## config.mk

```make
export PLATFORM = sky130hd
export DESIGN_NAME = vram_scan_arbiter
export DESIGN_NICKNAME = d
export VERILOG_FILES = /design/src/rtl/vram_scan_arbiter.sv
export SDC_FILE = /design/constraint.sdc
export NUM_CORES = 1
export LEC_CHECK = 0
export BUFFER_PORTS_ARGS = -buffer_cell sky130_fd_sc_hd__clkbuf_2
export CAP_MARGIN = 30
export CORE_MARGIN = 1
export CORE_UTILIZATION = 25
export CTS_CLUSTER_DIAMETER = 60
export DETAILED_ROUTE_END_ITERATION = 8
export MAX_ROUTING_LAYER = met4
export PLACE_DENSITY = 0.46
export SYNTH_ARGS = -nofsm -noshare
export SYNTH_HDL_FRONTEND = slang
export SYNTH_SLANG_ARGS = --single-unit
export TNS_END_PERCENT = 20
```

## constraint.sdc

```tcl
create_clock -name clk_25M -period 9.1 [get_ports clk_25M]
set_input_delay 1.365 -clock clk_25M [delete_from_list [all_inputs] [get_ports clk_25M]]
set_output_delay 1.365 -clock clk_25M [all_outputs]
set_load 0.05 [all_outputs]
```

## src/rtl/vram_scan_arbiter.sv

```systemverilog
// Arbitrates a single-port video RAM between display scan-out and buffered CPU pixel writes.
// Scan reads always win during active video; queued CPU writes retire one per blanking cycle.
module vram_scan_arbiter #(
    parameter int H      = 640,
    parameter int V      = 480,
    parameter int SCALE  = 2,
    parameter int ADDR_W = 15,
    parameter int PIX_W  = 8,
    parameter int FIFO_D = 4
) (
    input  logic              clk_25M,
    input  logic              rst_n,
    input  logic              draw,
    input  logic [31:0]       hPos,
    input  logic [31:0]       vPos,
    input  logic              cpu_wr_valid,
    input  logic [ADDR_W-1:0] cpu_wr_addr,
    input  logic [PIX_W-1:0]  cpu_wr_data,
    output logic              cpu_wr_ready,
    output logic              cpu_wr_err,
    output logic [ADDR_W-1:0] vram_addr,
    output logic [PIX_W-1:0]  vram_wdata,
    output logic              vram_we,
    input  logic [PIX_W-1:0]  vram_rdata,
    output logic [PIX_W-1:0]  pixel_out,
    output logic              pixel_valid
);
    // state    | meaning
    // ST_IDLE  | blanking, write FIFO empty
    // ST_SCAN  | active video, VRAM owned by scan-out
    // ST_WRITE | blanking, retiring one queued CPU write per cycle

    localparam int          PTR_W    = $clog2(FIFO_D);
    localparam int          CNT_W    = PTR_W + 1;
    localparam logic [31:0] H_WORDS  = 32'(H >> SCALE);
    localparam logic [31:0] FB_WORDS = 32'((H >> SCALE) * (V >> SCALE));

    typedef enum logic [1:0] {
        ST_IDLE  = 2'd0,
        ST_SCAN  = 2'd1,
        ST_WRITE = 2'd2
    } state_t;

    state_t            state_q;
    logic [CNT_W-1:0]  count_q, count_d;
    logic [PTR_W-1:0]  wr_ptr_q, rd_ptr_q;
    logic [ADDR_W-1:0] addr_mem_q [FIFO_D];
    logic [PIX_W-1:0]  data_mem_q [FIFO_D];
    logic              err_q;
    logic              draw_q;
    logic              pix_valid_q;
    logic [PIX_W-1:0]  pix_out_q;
    logic [ADDR_W-1:0] vram_addr_q, vram_addr_d;
    logic [PIX_W-1:0]  vram_wdata_d;
    logic              vram_we_d;

    logic [31:0]       scan_full;
    logic [ADDR_W-1:0] scan_addr;
    logic              fifo_empty;
    logic              push, enq, pop, addr_bad;

    assign scan_full  = (vPos >> SCALE) * H_WORDS + (hPos >> SCALE);
    assign scan_addr  = ADDR_W'(scan_full);

    assign fifo_empty   = (count_q == '0);
    assign cpu_wr_ready = (count_q < CNT_W'(FIFO_D));
    assign addr_bad     = (32'(cpu_wr_addr) >= FB_WORDS);
    assign push         = cpu_wr_valid & cpu_wr_ready;
    assign enq          = push & ~addr_bad;
    assign pop          = ~draw & ~fifo_empty;
    assign count_d      = count_q + CNT_W'(enq) - CNT_W'(pop);

    always_comb begin
        vram_addr_d  = vram_addr_q;
        vram_wdata_d = '0;
        vram_we_d    = 1'b0;
        if (draw) begin
            vram_addr_d = scan_addr;
        end else if (pop) begin
            vram_addr_d  = addr_mem_q[rd_ptr_q];
            vram_wdata_d = data_mem_q[rd_ptr_q];
            vram_we_d    = 1'b1;
        end
    end

    // Gated by reset so no stray write or address reaches the macro while held in reset.
    assign vram_addr  = rst_n ? vram_addr_d  : '0;
    assign vram_wdata = rst_n ? vram_wdata_d : '0;
    assign vram_we    = rst_n & vram_we_d;

    assign cpu_wr_err  = err_q;
    assign pixel_out   = pix_out_q;
    assign pixel_valid = pix_valid_q;

    always_ff @(posedge clk_25M or negedge rst_n) begin
        if (!rst_n) begin
            count_q     <= '0;
            wr_ptr_q    <= '0;
            rd_ptr_q    <= '0;
            err_q       <= 1'b0;
            draw_q      <= 1'b0;
            pix_valid_q <= 1'b0;
            pix_out_q   <= '0;
            vram_addr_q <= '0;
            for (int i = 0; i < FIFO_D; i++) begin
                addr_mem_q[i] <= '0;
                data_mem_q[i] <= '0;
            end
        end else begin
            count_q     <= count_d;
            err_q       <= push & addr_bad;
            draw_q      <= draw;
            pix_valid_q <= draw_q;
            pix_out_q   <= draw_q ? vram_rdata : '0;
            vram_addr_q <= vram_addr_d;
            if (enq) begin
                addr_mem_q[wr_ptr_q] <= cpu_wr_addr;
                data_mem_q[wr_ptr_q] <= cpu_wr_data;
                wr_ptr_q             <= wr_ptr_q + PTR_W'(1);
            end
            if (pop) begin
                rd_ptr_q <= rd_ptr_q + PTR_W'(1);
            end
        end
    end

    always_ff @(posedge clk_25M or negedge rst_n) begin
        if (!rst_n) begin
            state_q <= ST_IDLE;
        end else begin
            case (state_q)
                ST_IDLE, ST_SCAN, ST_WRITE: begin
                    if (draw)             state_q <= ST_SCAN;
                    else if (!fifo_empty) state_q <= ST_WRITE;
                    else                  state_q <= ST_IDLE;
                end
                default: state_q <= ST_IDLE;
            endcase
        end
    end

endmodule

```

==> results of run 1 <==
## cells in the final DEF (no fill, tap or decap), drive strengths merged, types with 11 or more instances in the layout
cell type | netlist | final
and2 | 23 | 23
clkbuf | 8 | 111
mux4 | 23 | 23
a211oi | 12 | 12
buf | 18 | 11
mux2i | 11 | 11
inv | 12 | 21
ha | 28 | 28
o21ai | 15 | 15
a21oi | 14 | 14
dfrtp | 125 | 125
xnor2 | 11 | 11
mux2 | 92 | 92
nand2 | 18 | 18
## cell usage after synthesis (all sizes together) (2+ instances only)
cell type / instances
nor2b: 4
ha: 28
dfrtp: 125
a2111oi: 3
o211ai: 2
o21ai: 15
o21a: 2
a211o: 2
fa: 3
a21o: 7
mux2: 92
nor3: 4
mux2i: 11
nand2: 18
clkbuf: 8
xor2: 3
buf: 18
a21oi: 14
mux4: 23
nor2: 8
and3: 9
and2: 23
inv: 12
xnor2: 11
a211oi: 12
## final cells by class
class	instances	share of cell area [%]
Antenna cell	1	0.0324
Clock buffer	18	5.69
Clock inverter	14	1.60
Inverter	12	0.583
Multi-Input combinational cell	304	38.7
Sequential cell	125	40.5
Tap cell	324	5.25
Timing Repair Buffer	104	7.57
## registers in the layout (all words and copies together) (netlist names)
| signal | count |
|---|---|
| addr_mem_q | 60 |
| data_mem_q | 32 |
| vram_addr_q | 15 |
| pixel_out | 8 |
| count_q | 3 |
| rd_ptr_q | 2 |
| wr_ptr_q | 2 |
| cpu_wr_err | 1 |
| draw_q | 1 |
| pixel_valid | 1 |
## stage by stage
step	power (mW)	cells
after global routing	2.70	902
after detailed placement	1.89	867
after CTS	2.55	899
after global placement	1.83	866
after floorplan	1.64	467
final	2.52	902
## power by group
group,leakage [nW],internal (mW),switching [mW],total [mW]
registers,1.52,0.809,0.141,0.950
logic,1.73,0.454,0.473,0.927
clock network,0.269,0.366,0.276,0.642
## routing by layer
layer / vias to the layer above / routed length [um]
met2: 93 / 7290
li1: 1899 / -
met3: 13 / 691
met4: 0 / 138
met1: 2078 / 6880
met5: - / 0
## kinds of logic (layout without fill, tap and decap cells)
group	Yosys count	in the layout	synth area share, %
XOR/XNOR	14	14	1.93
AO/OA/AOI/OAI	60	60	6.29
other	0	1	0
buffers and inverters	38	148	3.59
flip-flops	125	125	49.3
adder cells (fa/ha/maj)	31	31	6.47
multiplexers	126	126	26.2
AND/OR/NAND/NOR	73	73	6.16
## how the worst max path moves through the flow
stage	startpoint	to	slack, ns	cells after the start
2_1_floorplan	vPos[4]	vram_addr[14]	1.84	12
3_3_place_gp	vPos[3]	vram_addr[14]	3.05	13
3_5_place_dp	vPos[3]	vram_addr[13]	3.11	12
4_1_cts	vPos[3]	vram_addr[13]	3.10	12
5_1_grt	vPos[4]	vram_addr[14]	2.84	15
6_report	vPos[3]	vram_addr[13]	3.11	12
## worst reg2reg max path: stages (launching register included)
cell and delay, ns:
sky130_fd_sc_hd__dfrtp_1 0.42, sky130_fd_sc_hd__nor3_2 0.19, sky130_fd_sc_hd__buf_4 0.35, sky130_fd_sc_hd__nor2_1 0.12, sky130_fd_sc_hd__ha_1 0.30, sky130_fd_sc_hd__inv_1 0.05
sky130_fd_sc_hd__ha_1 0.14, sky130_fd_sc_hd__inv_1 0.05, sky130_fd_sc_hd__fa_1 0.37, sky130_fd_sc_hd__xnor2_1 0.18, sky130_fd_sc_hd__xnor2_1 0.13
==> results_dict.tcl, run 1 <==
set metrics [dict create \
    via_per_inst 4.53 \
    cellPowerDensity_mw_per_mm2 326 \
    worst_hold_path_class "reg2reg" \
    ios 134 \
    portBuffers 94 \
    reg_to_reg_setup_timing_slack_ns 6.72 \
    synthDominantCellAreaShare_pct 49.3 \
    area_growth_pct 21.7 \
    setup_viol_count_final 0 \
    clock_latency_ns 0.41 \
    die-height_um 161 \
    tritoncts "yes" \
    placement_rows 57 \
    rsz0062_at_grt "no" \
    worstSetupEndpointType "output port" \
    tightestPinTransition_ns 0.675 \
    final_critical_path_setup_slack_ns 3.11 \
    drive_above_1_share_pct 30.3 \
    gp_congestion 0.803 \
    design.final.nets 694 \
    design.core.area_sq_mm 0.0246 \
    clock_pin_slew_of_the_registers_on_the_worst_case_setup_and_hold_paths_ns 0.06 \
    design.die.area_sq_mm 0.0260 \
    met1_routing_resource_usage_after_global_routing_pct 15.7 \
    register_area_sq_mm 0.00313 \
    setup_total_negative_slack_ns 0 \
    pre_cts_ws_ns 3.11 \
    critical_path.top_delay_family "adder cells" \
    postLayoutCoreUtil_pct 31.4 \
    max_cap_viol_count 0 \
    timing.hold.ws_ns 0.481 \
    gr-total-overflow 0 \
    cts-htree-levels 4 \
    initial_core_util_pct 25.8 \
    fmaxAchievable_ghz 0.167 \
    antenna_left 0 \
    multiInputGateArea_sq_mm 0.00299 \
    syn_area_sq_mm 0.00634 \
    hold_fix_buffers_at_cts 0 \
    timing.critical_path.slowest_stage_cell "sky130_fd_sc_hd__fa_1" \
    hold_path.startpoint "addr_mem_q[24]" \
    r2r-end "count_q[2]" \
    crit_path_start_kind "primary input" \
    netlist_instances 467 \
    syn-mean-instance-area_sq_um 13.6 \
    critical-path-top-cell-by-count "sky130_fd_sc_hd__ha_1" \
    global_route.usage.total_pct 12.8 \
    clock_sinks 125 \
    worst-path-buf-inv 2 \
    initial_antenna_violation_count 1 \
    drt-initial-drc-count 209 \
    slew_viol_final 0 \
    global_route.usage.met3_pct 3.39 \
    drc 0 \
    r2r-start "count_q[2]" \
    synth_fp_nets 597 \
    global_route.peak_usage_layer "met2" \
    period_share_pct 65.8 \
    synthDominantAreaCellType "sky130_fd_sc_hd__dfrtp_1" \
    final_cell_area_sq_mm 0.00772 \
    drt-total-wl_um 15000 \
    hpwl_um 10400 \
    timing.critical_path.arrival_ns 4.62 \
    post-cts-setup-buffers 0 \
    synth_cell_type_count 39 \
    synth_seq_area_share_pct 49.3 \
    cts_buffers 17 \
    post_drt_wl_per_cell_um 16.6 \
    first_pass_grt_wire_length_um 24600 \
    finalHoldViolCount 0 \
    number_of_register_bits_inferred_by_synthesis 125 \
    first_global_vias 4541 \
    number_of_flops_mapped_to_enable_cells_by_yosys 0 \
    worstPathRequired_ns 7.74 \
    timing.critical_path.slowest_cell_delay_ns 0.43 \
    yosys_warnings 0 \
    fillers 2492 \
    timing.critical_path.fanout_max 5 \
    min_to "addr_mem_q[24]" \
    grt.met2_usage_pct 20.9 \
    max-slew-margin-rel_pct 55.0 \
    cts-root-to-sink-buffers 2 \
    dominant_cells_by_area_after_synthesis "sky130_fd_sc_hd__dfrtp_1 49%, sky130_fd_sc_hd__mux2_1 14%, sky130_fd_sc_hd__mux4_2 8.2%" \
    asyncSetResetFlopFracSynth_pct 100 \
    dr.pass1.iters 4 \
    postPlaceCellArea_sq_mm 0.00711 \
    fin_worst_skew_ns 0.00766 \
    crit_chain "clkbuf_2, ha_1, ha_1, fa_1, a211oi_1, o21a_1, ha_1, a21oi_1, o211ai_1, and4_1, nor4_1, clkbuf_2" \
    width_of_the_die_um 161 \
    synth_top_flop_cell "sky130_fd_sc_hd__dfrtp_1" \
    maximum_number_of_pins_on_one_net_before_global_route_repair 79 \
    ctsResizeCount 0 \
    root_buffer "sky130_fd_sc_hd__clkbuf_16" \
    timing.hold.worst_path_depth 1 \
    path_class "in2out" \
    minimum_clock_period_after_layout_ns 5.99 \
    ir_drop_mv 0.140 \
    worst_r2r_path_depth 10 \
    route.vias.total 4083 \
    power.static_leakage_nw 3.52 \
    status "finished, final reports clean" \
]
Power figures use the tool's default switching activity.
==> inputs of run 2 (changes only) <==
--- a/config.mk
+++ b/config.mk
@@ -5,6 +5,7 @@
 export SDC_FILE = /design/constraint.sdc
 export NUM_CORES = 1
 export LEC_CHECK = 0
+export ABC_AREA = 1
 export BUFFER_PORTS_ARGS = -buffer_cell sky130_fd_sc_hd__clkbuf_2
 export CAP_MARGIN = 30
 export CORE_MARGIN = 1
==> constraint.sdc (replaced) <==
create_clock -name clk_25M -period 6.23 [get_ports clk_25M]
set_input_delay 0.9345 -clock clk_25M [delete_from_list [all_inputs] [get_ports clk_25M]]
set_output_delay 0.9345 -clock clk_25M [all_outputs]
set_load 0.05 [all_outputs]
==> run 2 against run 1 <==
Effect of this change: sequential share of layout area down 1.5 points; critical path depth up 6; first-iteration DRC count rose by 38%; area after synthesis up 3.8%; critical path type unchanged; largest power group is now combinational logic.
==> results_dict.tcl, run 2 <==
set metrics [dict create \
    route.vias.total 5625 \
    drc 0 \
    drt-initial-drc-count 289 \
    area_growth_pct 21.7 \
    tightestPinTransition_ns 1.00 \
    dr.pass1.iters 4 \
    cellPowerDensity_mw_per_mm2 479 \
    first_global_vias 5467 \
    power.internal_mw 2.28 \
    portBuffers 94 \
    final_cell_area_sq_mm 0.00801 \
    drive_above_1_share_pct 15.4 \
    gr-total-overflow 0 \
    initial_antenna_violation_count 0 \
    timing.critical_path.fanout_max 5 \
    power.net_switching_mw 1.55 \
    clock_pin_slew_of_the_registers_on_the_worst_case_setup_and_hold_paths_ns 0.06 \
    r2r-start "count_q[2]" \
    setup_viol_count_final 0 \
    rsz0062_at_grt "no" \
    number_of_flops_mapped_to_enable_cells_by_yosys 0 \
    endpoint "vram_addr[14]" \
    syn-mean-instance-area_sq_um 7.91 \
    top_regs "addr_mem_q (60), data_mem_q (32), vram_addr_q (15)" \
    antenna_left 0 \
    crit_path_start_kind "primary input" \
    width_of_the_die_um 164 \
    r2r-end "count_q[2]" \
    critical_path.top_delay_family "adder cells" \
    yosys_warnings 0 \
    hpwl_um 12200 \
    root_buffer "sky130_fd_sc_hd__clkbuf_16" \
    status "finished, final reports clean" \
    multiInputGateArea_sq_mm 0.00291 \
    gp_congestion 0.771 \
    post_drt_wl_per_cell_um 14.8 \
    syn_area_sq_mm 0.00658 \
    timing.critical_path.slowest_stage_cell "sky130_fd_sc_hd__fa_1" \
    worst_r2r_path_depth 9 \
    power.static_leakage_nw 4.00 \
    worstPathRequired_ns 5.30 \
    timing.critical_path.slowest_cell_delay_ns 0.42 \
    largest_register_ffs 60 \
    global_route.usage.total_pct 15.0 \
    slew_viol_final 0 \
    clock_latency_ns 0.43 \
    hold_fix_buffers_at_cts 0 \
    synth_seq_area_share_pct 47.5 \
    seq_power_share_pct 33.5 \
    clock_sinks 125 \
    reg_to_reg_setup_timing_slack_ns 3.55 \
    design.final.nets 1043 \
    placement_rows 59 \
    antenna_diode_count 0 \
    commonest_non_fill_non_tap_cell_in_the_layout "sky130_fd_sc_hd__nand2_1" \
    timing.hold.worst_path_depth 2 \
    asyncSetResetFlopFracSynth_pct 100 \
    count_of_placed_standard_cells_in_the_final_layout_fillers_left_out 1261 \
    ctsResizeCount 0 \
    post-cts-setup-buffers 0 \
    drt-total-wl_um 18700 \
    p_comb_share_pct 39.1 \
    synth_top_flop_cell "sky130_fd_sc_hd__dfrtp_1" \
    period_share_pct 75.8 \
    postPlaceCellArea_sq_mm 0.00739 \
    timing.critical_path.arrival_ns 3.79 \
    maximum_number_of_pins_on_one_net_before_global_route_repair 60 \
    worst_hold_path_class "reg2reg" \
    register_area_sq_mm 0.00313 \
    fin_worst_skew_ns 0.0116 \
    synthDominantAreaCellType "sky130_fd_sc_hd__dfrtp_1" \
    switching_share_of_power_pct 40.4 \
    synth_commonest_cells "241 x sky130_fd_sc_hd__nand2_1, 144 x sky130_fd_sc_hd__o21ai_0, 125 x sky130_fd_sc_hd__dfrtp_1, 91 x sky130_fd_sc_hd__inv_1, 71 x sky130_fd_sc_hd__a21oi_1" \
    cts-htree-levels 4 \
    worstSetupEndpointType "output port" \
    netlist_instances 832 \
    fillers 2772 \
    most-common-layout-cells "241 x sky130_fd_sc_hd__nand2_1, 144 x sky130_fd_sc_hd__o21ai_0, 125 x sky130_fd_sc_hd__dfrtp_1" \
    max_cap_viol_count 0 \
    ir_drop_mv 0.165 \
    ios 134 \
    design.core.area_sq_mm 0.0259 \
    finalHoldViolCount 0 \
    cts_buffers 17 \
    setup_total_negative_slack_ns 0 \
    crit_cells 18 \
    tritoncts "yes" \
    synth_fp_nets 962 \
    clockPowerShare_pct 27.4 \
    worst-path-buf-inv 3 \
    number_of_register_bits_inferred_by_synthesis 125 \
    synth_cell_type_count 29 \
    via_per_inst 4.46 \
    die-height_um 164 \
    synthDominantCellAreaShare_pct 47.5 \
    largest_register "addr_mem_q" \
    design.die.area_sq_mm 0.0270 \
    path_class "in2out" \
    place.detailed.instances 1229 \
    max-slew-margin-rel_pct 33.0 \
    initial_core_util_pct 25.4 \
    synth.most_common_cell "sky130_fd_sc_hd__nand2_1" \
    cp-startpoint "vPos[3]" \
    first_pass_grt_wire_length_um 29500 \
    minimum_clock_period_after_layout_ns 4.72 \
    crit_chain "clkbuf_2, ha_1, ha_1, fa_1, nand2_1, nand3_1, nand2_1, xnor2_1, ha_1, nand2_1, nor2_1, nand3_1, nand3_1, inv_1, nand2_1, nand3_1, a21oi_1, clkbuf_2" \
    fmaxAchievable_ghz 0.212 \
    dominant_cells_by_area_after_synthesis "sky130_fd_sc_hd__dfrtp_1 48%, sky130_fd_sc_hd__nand2_1 14%, sky130_fd_sc_hd__o21ai_0 11%" \
    cts-root-to-sink-buffers 2 \
]
==> run 2: power by group through the flow <==
stage          Sequential (mW)  Clock, mW  Combinational, mW
5_1_grt                   1.33       1.11               1.71
6_report                  1.29       1.05               1.50
3_3_place_gp              1.29          0               1.48
4_1_cts                   1.29       1.07               1.53
2_1_floorplan             1.28          0               1.08
3_5_place_dp              1.30          0               1.52
==> run 2: layout make-up <==
type	count	share of cell area [%]
clock buffer	20	5.82
clock inverter	12	2.00
inverter	94	4.40
multi-input combinational	572	36.4
tap	335	5.23
timing repair buffer	103	7.15
sequential	125	39.0
==> run 2: worst min-delay path by stage <==
stage | from | to | slack [ns]
6_report | data_mem_q[3] | data_mem_q[3] | 0.49
5_1_grt | addr_mem_q[58] | addr_mem_q[58] | 0.51
4_1_cts | addr_mem_q[7] | addr_mem_q[7] | 0.49
3_5_place_dp | data_mem_q[5] | data_mem_q[5] | 0.48
3_3_place_gp | data_mem_q[6] | data_mem_q[6] | 0.48
2_1_floorplan | draw_q | pixel_valid | 0.35
==> run 2: kinds of logic (layout without fill, tap and decap cells) <==
kind of cell	after synthesis	count (layout)	share of synthesized area (%)
AND/OR/NAND/NOR	299	299	18.4
flip-flops	125	125	47.5
buffers and inverters	135	229	8.21
adder cells (fa/ha/maj)	31	31	6.23
XOR/XNOR	12	12	1.60
AO/OA/AOI/OAI	230	230	18.0
==> run 2: metal layers <==
layer  vias to the layer above  wire length (um)  track usage [%]
met5                         -                 0                -
met4                         0               291             5.35
met3                        21               802             3.03
met2                        92              8690             23.6
met1                      2660              8900             19.0
li1                       2852                 -                -
==> run 2: stage by stage <==
stage	hold slack, ns	power [mW]	util [%]	worst slack (ns)
CTS	0.493	3.89	30.9	1.45
global route	0.512	4.15	30.9	1.14
detailed placement	0.482	2.82	28.5	1.45
global placement	0.475	2.77	28.3	1.44
floorplan	0.352	2.36	-	1.56
finish	0.491	3.84	30.9	1.51
==> run 2: worst min-delay path: cells and delay by family (launching register included) <==
kind,cells,cell delay [ns]
flops,1,0.33
compound gates,1,0.07
simple gates,1,0.06
